[src/rtl/mem_preload_pkg.sv]
// Shared types and default widths for the backdoor memory preload engine.
package mem_preload_pkg;

    localparam int unsigned REG_WIDTH      = 8;
    localparam int unsigned MEM_DEPTH      = 65536;
    localparam int unsigned MEM_ADDR_WIDTH = $clog2(MEM_DEPTH);

    typedef enum logic [1:0] {
        MODE_LOAD   = 2'd0,
        MODE_VERIFY = 2'd1,
        MODE_FILL   = 2'd2,
        MODE_RSVD   = 2'd3
    } mode_e;

    typedef enum logic [2:0] {
        S_IDLE,
        S_LOAD,
        S_FILL,
        S_VERIFY,
        S_DRAIN,
        S_FINISH
    } state_e;

endpackage

[src/rtl/mem_preload_cmp.sv]
// VERIFY compare stage: registers expected word/address on each read and
// compares against read data one cycle later.
module mem_preload_cmp #(
    parameter int unsigned DATA_WIDTH = 8,
    parameter int unsigned ADDR_WIDTH = 16,
    parameter int unsigned LEN_WIDTH  = ADDR_WIDTH + 1
) (
    input  logic                  clk,
    input  logic                  reset,
    input  logic                  clear,
    input  logic                  flush,
    input  logic                  capture,
    input  logic [DATA_WIDTH-1:0] exp_data,
    input  logic [ADDR_WIDTH-1:0] exp_addr,
    input  logic [DATA_WIDTH-1:0] rdata,
    output logic [LEN_WIDTH-1:0]  mismatch_cnt,
    output logic [ADDR_WIDTH-1:0] first_mismatch_addr,
    output logic                  mismatch_seen
);

    logic                  pend_q;
    logic [DATA_WIDTH-1:0] exp_q;
    logic [ADDR_WIDTH-1:0] addr_q;
    logic                  miss;

    assign miss = pend_q && !flush && (rdata != exp_q);

    always_ff @(posedge clk) begin
        if (reset) begin
            pend_q              <= 1'b0;
            exp_q               <= '0;
            addr_q              <= '0;
            mismatch_cnt        <= '0;
            first_mismatch_addr <= '0;
            mismatch_seen       <= 1'b0;
        end else begin
            pend_q <= capture && !flush;
            if (capture) begin
                exp_q  <= exp_data;
                addr_q <= exp_addr;
            end
            if (clear) begin
                mismatch_cnt        <= '0;
                first_mismatch_addr <= '0;
                mismatch_seen       <= 1'b0;
            end else if (miss) begin
                if (mismatch_cnt != '1)
                    mismatch_cnt <= mismatch_cnt + LEN_WIDTH'(1);
                if (!mismatch_seen) begin
                    mismatch_seen       <= 1'b1;
                    first_mismatch_addr <= addr_q;
                end
            end
        end
    end

endmodule

[src/rtl/mem_preload_engine.sv]
// Command-driven backdoor loader/checker: LOAD streams words into a window,
// FILL writes a constant, VERIFY compares a window against a reference stream.
module mem_preload_engine
    import mem_preload_pkg::*;
#(
    parameter int unsigned DATA_WIDTH = REG_WIDTH,
    parameter int unsigned ADDR_WIDTH = MEM_ADDR_WIDTH,
    parameter int unsigned LEN_WIDTH  = ADDR_WIDTH + 1
) (
    input  logic                  clk,
    input  logic                  reset,
    input  logic                  cpu_halted,
    input  logic                  cmd_valid,
    output logic                  cmd_ready,
    input  logic [1:0]            cmd_mode,
    input  logic [ADDR_WIDTH-1:0] cmd_base,
    input  logic [LEN_WIDTH-1:0]  cmd_len,
    input  logic [DATA_WIDTH-1:0] cmd_fill,
    input  logic                  s_valid,
    output logic                  s_ready,
    input  logic [DATA_WIDTH-1:0] s_data,
    output logic                  mem_we,
    output logic                  mem_re,
    output logic [ADDR_WIDTH-1:0] mem_addr,
    output logic [DATA_WIDTH-1:0] mem_wdata,
    input  logic [DATA_WIDTH-1:0] mem_rdata,
    output logic                  busy,
    output logic                  done,
    output logic                  err,
    output logic [LEN_WIDTH-1:0]  mismatch_cnt,
    output logic [ADDR_WIDTH-1:0] first_mismatch_addr,
    output logic                  mismatch_seen
);

    state_e                state;
    mode_e                 mode_in;
    logic [ADDR_WIDTH-1:0] base_q;
    logic [LEN_WIDTH-1:0]  len_q;
    logic [LEN_WIDTH-1:0]  idx_q;
    logic [LEN_WIDTH-1:0]  idx_next;
    logic [DATA_WIDTH-1:0] fill_q;
    logic [ADDR_WIDTH-1:0] addr_cur;
    logic                  hs;
    logic                  step;
    logic                  last;
    logic                  abort;
    logic                  legal;
    logic                  verify_clear;

    assign mode_in  = mode_e'(cmd_mode);
    assign addr_cur = base_q + idx_q[ADDR_WIDTH-1:0];
    assign idx_next = idx_q + LEN_WIDTH'(1);
    assign last     = (idx_next == len_q);

    // Strobes are gated by cpu_halted so a falling halt issues nothing that cycle.
    assign s_ready = ((state == S_LOAD) || (state == S_VERIFY)) && cpu_halted;
    assign hs      = s_valid && s_ready;
    assign step    = hs || ((state == S_FILL) && cpu_halted);
    assign abort   = !cpu_halted &&
                     ((state == S_LOAD) || (state == S_FILL) ||
                      (state == S_VERIFY) || (state == S_DRAIN));

    assign mem_we    = ((state == S_LOAD) && hs) || ((state == S_FILL) && cpu_halted);
    assign mem_re    = (state == S_VERIFY) && hs;
    assign mem_addr  = (mem_we || mem_re) ? addr_cur : '0;
    assign mem_wdata = mem_we ? ((state == S_FILL) ? fill_q : s_data) : '0;

    assign legal        = cmd_valid && cmd_ready && cpu_halted && (mode_in != MODE_RSVD);
    assign verify_clear = legal && (mode_in == MODE_VERIFY);

    always_ff @(posedge clk) begin
        if (reset) begin
            state     <= S_IDLE;
            cmd_ready <= 1'b1;
            busy      <= 1'b0;
            done      <= 1'b0;
            err       <= 1'b0;
            base_q    <= '0;
            len_q     <= '0;
            idx_q     <= '0;
            fill_q    <= '0;
        end else begin
            done <= 1'b0;
            err  <= 1'b0;
            case (state)
                S_IDLE: begin
                    if (cmd_valid && cmd_ready) begin
                        base_q <= cmd_base;
                        len_q  <= cmd_len;
                        fill_q <= cmd_fill;
                        idx_q  <= '0;
                        if (!legal) begin
                            err <= 1'b1;
                        end else begin
                            cmd_ready <= 1'b0;
                            busy      <= 1'b1;
                            if (cmd_len == '0) begin
                                state <= S_FINISH;
                                done  <= 1'b1;
                            end else begin
                                case (mode_in)
                                    MODE_LOAD:   state <= S_LOAD;
                                    MODE_FILL:   state <= S_FILL;
                                    default:     state <= S_VERIFY;
                                endcase
                            end
                        end
                    end
                end
                S_LOAD, S_FILL, S_VERIFY: begin
                    if (abort) begin
                        state     <= S_IDLE;
                        err       <= 1'b1;
                        busy      <= 1'b0;
                        cmd_ready <= 1'b1;
                    end else if (step) begin
                        idx_q <= idx_next;
                        if (last) begin
                            if (state == S_VERIFY) begin
                                state <= S_DRAIN;
                            end else begin
                                state <= S_FINISH;
                                done  <= 1'b1;
                            end
                        end
                    end
                end
                S_DRAIN: begin
                    if (abort) begin
                        state     <= S_IDLE;
                        err       <= 1'b1;
                        busy      <= 1'b0;
                        cmd_ready <= 1'b1;
                    end else begin
                        state <= S_FINISH;
                        done  <= 1'b1;
                    end
                end
                S_FINISH: begin
                    state     <= S_IDLE;
                    busy      <= 1'b0;
                    cmd_ready <= 1'b1;
                end
                default: begin
                    state     <= S_IDLE;
                    busy      <= 1'b0;
                    cmd_ready <= 1'b1;
                end
            endcase
        end
    end

    mem_preload_cmp #(
        .DATA_WIDTH (DATA_WIDTH),
        .ADDR_WIDTH (ADDR_WIDTH),
        .LEN_WIDTH  (LEN_WIDTH)
    ) u_cmp (
        .clk                 (clk),
        .reset               (reset),
        .clear               (verify_clear),
        .flush               (abort),
        .capture             (mem_re),
        .exp_data            (s_data),
        .exp_addr            (addr_cur),
        .rdata               (mem_rdata),
        .mismatch_cnt        (mismatch_cnt),
        .first_mismatch_addr (first_mismatch_addr),
        .mismatch_seen       (mismatch_seen)
    );

endmodule
[config.mk]
export PLATFORM = sky130hd
export DESIGN_NAME = mem_preload_engine
export DESIGN_NICKNAME = d
export VERILOG_FILES = /design/src/rtl/mem_preload_pkg.sv /design/src/rtl/mem_preload_cmp.sv /design/src/rtl/mem_preload_engine.sv
export SDC_FILE = /design/constraint.sdc
export NUM_CORES = 1
export LEC_CHECK = 0
export ABC_AREA = 1
export BUFFER_PORTS_ARGS = -buffer_cell sky130_fd_sc_hd__buf_4
export CAP_MARGIN = 20
export CORE_ASPECT_RATIO = 1.75
export CORE_MARGIN = 10
export CORE_UTILIZATION = 35
export DETAILED_ROUTE_END_ITERATION = 8
export HOLD_SLACK_MARGIN = 0.03
export REMOVE_ABC_BUFFERS = 1
export SLEW_MARGIN = 20
export SYNTH_ARGS = -nofsm -noshare
export SYNTH_HDL_FRONTEND = slang
export SYNTH_SLANG_ARGS = --single-unit
[constraint.sdc]
create_clock -name clk -period 2.7 [get_ports clk]
set_input_delay 0.405 -clock clk [delete_from_list [all_inputs] [get_ports clk]]
set_output_delay 0.405 -clock clk [all_outputs]
set_load 0.01 [all_outputs]
Word level (Yosys, flattened, before mapping)
Index checks and enable logic that the tools add are counted.
- bits in registers: 124
- bits of input ports: 64
- output and inout port bits: 65
- logic and storage cells: 109
- add/subtract/negate cells: 3
- equal/unequal tests: 17
- muxes and demuxes: 38
- bitwise logic cells: 1
- reductions and logical operators: 35
- operators by type and width (cell ; number):
    $mux W17 ; 3
    $add A17 B1 Y17 const B ; 2
    $pmux W17 S2 ; 1
    $mux W3 ; 7
    $mux W1 ; 18
    $eq A17 B17 Y1 ; 1
    $logic_not A17 Y1 ; 1
    $ne A17 B17 Y1 const B ; 1
    $add A16 B16 Y16 ; 1
    $mux W16 ; 1
    $mux W8 ; 2
    $logic_and A1 B1 Y1 ; 13
    $ne A2 B2 Y1 const B ; 5
    $pmux W3 S3 ; 1
    $ne A8 B8 Y1 ; 1
    $reduce_and A4 Y1 ; 2
    $logic_or A1 B1 Y1 ; 7
    $eq A3 B2 Y1 const B ; 2
    $ne A3 B2 Y1 const B ; 2
    $pmux W1 S2 ; 3
    $reduce_and A2 Y1 ; 3
    $pmux W2 S2 ; 1
    $reduce_or A4 Y1 ; 1
    $eq A3 B1 Y1 const B ; 1
    other kinds (13) ; 14

Longest topological paths before layout
- depth after elaboration: 9
- mapped depth: 17
- mapped depth without buffers: 17

By module
Synthesis repeated with hierarchy kept, for this count alone.
- cells, all modules: 1091
- area, all modules: 7015.5 µm²
- modules (own cells, without submodules) (module ; times used ; cells an instance ; area each (µm²) ; sequential area each (µm²)):
    mem_preload_engine ; 1 ; 673 ; 4255.3 ; 1301.2
    mem_preload_cmp ; 1 ; 418 ; 2760.1 ; 1181.1

Least setup slack after synthesis
OpenSTA, ideal clock, no wires.
- path type: register -> output
- start: reg idx_q[0]
- end: out mem_addr[12]
- arrival time: 2.002 ns
- required time: 2.295 ns
- setup slack: 0.293 ns
- stages on the path, launching flop included: 12
- path buffers: 0
- cells stage by stage: dfxtp_1 ha_1 inv_1 fa_1 o21ai_0 nand3_1 nand2_1 a21o_1 nand2_1 nand2_1 nand2_1 a21oi_1
- longest elaborated chain between the ends: 2
- ends and longest elaborated chain (what ; RTL line ; RTL):
    start: declaration ; mem_preload_engine.sv:39 ; logic [LEN_WIDTH-1:0] idx_q;
    start signal: assignment ; mem_preload_engine.sv:117 ; idx_q <= idx_next;
    $add A16 B16 Y16 ; mem_preload_engine.sv:51 ; assign addr_cur = base_q + idx_q[ADDR_WIDTH-1:0];
    $mux W16 ; mem_preload_engine.sv:65 ; assign mem_addr = (mem_we || mem_re) ? addr_cur : '0;
    end: declaration ; mem_preload_engine.sv:24 ; output logic [ADDR_WIDTH-1:0] mem_addr,
No other way between the ends.

Worst setup path in the final report
Ends and elaborated chain as after synthesis.

==> flow_summary.yaml <==
setup_path:
  required_ns: 2.30
  r2r_cells: 17
  arrival_ns: 2.28
  crit_buf_inv: 2
  worstPathCellList: "ha_4 > inv_2 > fa_2 > o21ai_2 > nand3_1 > nand2_2 > a21o_1 > nand2_1 > nand2_1 > nand2_2 > a21oi_2 > buf_4"
  critPathMaxStageDelay_ns: 0.35
  worstSetupEndpointType: "output pin"
  critPathLaunchType: "register"
  critical_path_class: "reg -> out"
  cp_max_fo: 2
  timing.rr.end: "state[1]$_SDFFE_PP0P_"
  crit_family: "adder cells"
  timing.rr.start: "idx_q[0]$_SDFFE_PP0P_"
  r2r_slack_ns: 0.37
  cp_slowest_cell: "dfxtp_2"
power_and_ir_drop:
  ir_drop_mv: 0.362
  power.leakage_nw: 3.83
  p_per_area_nw_per_um2: 737
grt:
  antenna_found_initial: 0
  grt_pass1_wl_um: 32400
  grt_max_degree: 54
  grt_pass1_vias: 6664
  grtUsageTotal: 0.165
  overflow: 0
drt:
  postRouteAntennaNets: 0
  dr_wl_met2_um: 11100
  wl_met1_um: 7480
  drtIter0Drc: 220
  drtPass1Iterations: 7
  vias_per_cell: 4.91
  wl_met3_um: 1020
  wl_um: 20100
  vias: 6598
  topRoutingLayerUsed: "met4"
  wl_per_cell_um: 15.0
  route.detailed.drc: 0
placed_design:
  placed_cell_area_um2: 7730
  dp_slack_ns: 0.149
  gp_congestion: 0.873
  portBuffers: 128
  hpwl_um: 15400
synthesis:
  synth-async-reset-ratio: 0
  yosysUniqueCellTypes: 40
  synth_area_um2: 6480
  syn_avg_cell_area_um2: 6.79
  ys_ff_latch: 124
  synthFlopType: "dfxtp_1"
  yosys_warnings: 0
  ys_seq_area_frac: 0.383
  syn_inst: 954
  synth_edf_count: 0
clocking:
  cts_buffer_depth: 2
  cts_buffers: 17
  clk_pin_slew_ns: 0.06
  clock_latency_ns: 0.42
  cts_max_level: 4
  clock-sinks: 124
  root_buffer: "clkbuf_16"
  cts_tree: "built"
  cts_hold_buf: 0
floorplan:
  design.core.area_um2: 18100
  ioPinCount: 129
  die-area_um2: 24600
  die_h_um: 200
  die_w_um: 123
  start_util: 0.357
  row_count: 65
finish:
  postLayoutCellArea_um2: 8720
  nets: 1179
  final_cell_mix: "nand2_1 (183), buf_4 (156), nor2_1 (132), dfxtp_1 (109), inv_1 (97)"
  drive_gt1_frac: 0.237
  diodes: 0
  syn_to_final_growth_pct: 34.5
  final_common_cell: "nand2_1"
sta:
  setup_viol: 0
  maxSlewHeadroom: 0.630
  maxSlewViolCount: 0
  max_freq_mhz: 372
  period_needed_ns: 2.69
  worstMarginPinSlew_ns: 0.553
  final-hold-violation-count: 0
  min_period_over_period: 0.994
  setup_ws_ns: 0.0150
  finClkSkew_ns: 0.0131
  rsz0062_at_grt: "yes"
worst_hold_path:
  hold_depth: 3
  hold_path.class: "in -> reg"
  min-delay-start: "cmd_fill[2]"
  hold_path_end: "fill_q[2]$_SDFFE_PP0P_"
run_status:
  status: "finished clean"
flow_run:
  max-cap-violations: 0
==> sequential cells by signal, indices dropped and copies added, names as in the netlist, 3 cells and up <==
register	count
base_q	16
u_cmp.addr_q	16
idx_q	17
u_cmp.exp_q	8
fill_q	8
u_cmp.first_mismatch_addr	16
u_cmp.mismatch_cnt	17
len_q	17
state	3
==> how the worst max path moves through the flow <==
| stage | startpoint | to | slack [ns] | depth (start not counted) |
|---|---|---|---|---|
| 6_report | idx_q[0]$_SDFFE_PP0P_ | mem_addr[12] | 0.01 | 12 |
| 5_1_grt | base_q[0]$_SDFFE_PP0P_ | mem_addr[14] | -0.11 | 12 |
| 4_1_cts | base_q[0]$_SDFFE_PP0P_ | mem_addr[12] | -0.02 | 12 |
| 3_5_place_dp | base_q[0]$_SDFFE_PP0P_ | mem_addr[12] | 0.15 | 12 |
| 3_3_place_gp | idx_q[0]$_SDFFE_PP0P_ | mem_addr[12] | 0.20 | 12 |
| 2_1_floorplan | state[1]$_SDFFE_PP0P_ | u_cmp.exp_q[3]$_SDFFE_PP0P_ | -0.02 | 5 |
==> per-stage QoR <==
| step | hold slack, ns | power (mW) | util | instances | setup TNS, ns |
|---|---|---|---|---|---|
| 2_1_floorplan | 0.446 | 3.17 | - | 921 | -0.0362 |
| 5_1_grt | 0.195 | 6.81 | 0.481 | 1343 | -0.484 |
| 3_3_place_gp | 0.454 | 3.77 | 0.426 | 1300 | 0 |
| 3_5_place_dp | 0.454 | 3.78 | 0.426 | 1300 | 0 |
| 4_1_cts | 0.191 | 6.43 | 0.472 | 1335 | -0.0218 |
| 6_report | 0.199 | 6.42 | 0.481 | 1343 | 0 |
==> worst reg2reg max path: stages, from the launching register on <==
cell	delay, ns
dfxtp_2	0.35
buf_4	0.11
buf_4	0.14
ha_1	0.21
nand2_2	0.10
nor2_4	0.18
nand2_2	0.12
nand2_1	0.09
and2_1	0.20
nor2_1	0.06
nor2_1	0.08
nand3_1	0.07
nor2_1	0.11
nand3_1	0.13
nand2_2	0.13
nand2_1	0.06
nand2_1	0.06
nor2_1	0.04
==> power breakdown <==
part           internal (mW)  switching, mW  total (mW)  leakage [nW]
Clock                   1.70          0.877        2.57         0.314
Sequential              2.08          0.171        2.25          1.02
Combinational          0.613          0.986        1.60          2.50
==> cells in the mapped netlist (3+ instances only) <==
master | number | area [µm²]
a21oi_1 | 97 | 485
xor2_1 | 11 | 96.3
inv_2 | 4 | 15.0
nor2_4 | 5 | 56.3
nand4_1 | 12 | 75.1
nand2_1 | 189 | 709
clkbuf_1 | 26 | 97.6
ha_1 | 18 | 225
buf_2 | 5 | 25.0
nor3_1 | 9 | 45.0
nor4_1 | 5 | 31.3
nand3_1 | 80 | 400
xnor2_1 | 8 | 70.1
nand2_2 | 5 | 31.3
nor2_1 | 136 | 510
dfxtp_1 | 124 | 2480
inv_1 | 98 | 368
o21a_1 | 3 | 22.5
a21o_1 | 5 | 37.5
nor2_2 | 4 | 25.0
o211ai_1 | 11 | 82.6
o21ai_0 | 73 | 365
==> layout make-up <==
| cell class | instances | area, µm² |
|---|---|---|
| Fill cell | 1884 | 9420 |
| Multi-Input combinational cell | 693 | 3690 |
| Sequential cell | 124 | 2510 |
| Timing Repair Buffer | 156 | 1170 |
| Clock buffer | 20 | 457 |
| Inverter | 104 | 390 |
| Tap cell | 234 | 293 |
| Clock inverter | 12 | 208 |
==> layer usage <==
| layer | vias up | global-route usage |
|---|---|---|
| li1 | 3413 | - |
| met1 | 3025 | 0.165 |
| met2 | 135 | 0.314 |
| met3 | 25 | 0.0459 |
| met4 | 0 | 0.0578 |
| met5 | - | 0 |
==> kinds of logic (layout without fill, tap and decap cells) <==
| family | Yosys count | in the layout | share of synthesized area |
|---|---|---|---|
| adder cells (fa/ha/maj) | 19 | 19 | 0.0378 |
| flip-flops | 124 | 124 | 0.383 |
| buffers and inverters | 137 | 292 | 0.0815 |
| AND/OR/NAND/NOR | 457 | 457 | 0.308 |
| AO/OA/AOI/OAI | 198 | 198 | 0.164 |
| XOR/XNOR | 19 | 19 | 0.0257 |
==> what timing repair did <==
action	CTS	global route
setup endpoints to repair	9	8
resized for setup	34	25
pin swaps	11	18
buffers inserted	3	8
hold endpoints to repair	0	0
Note: power is estimated with default switching activity, not from simulation.
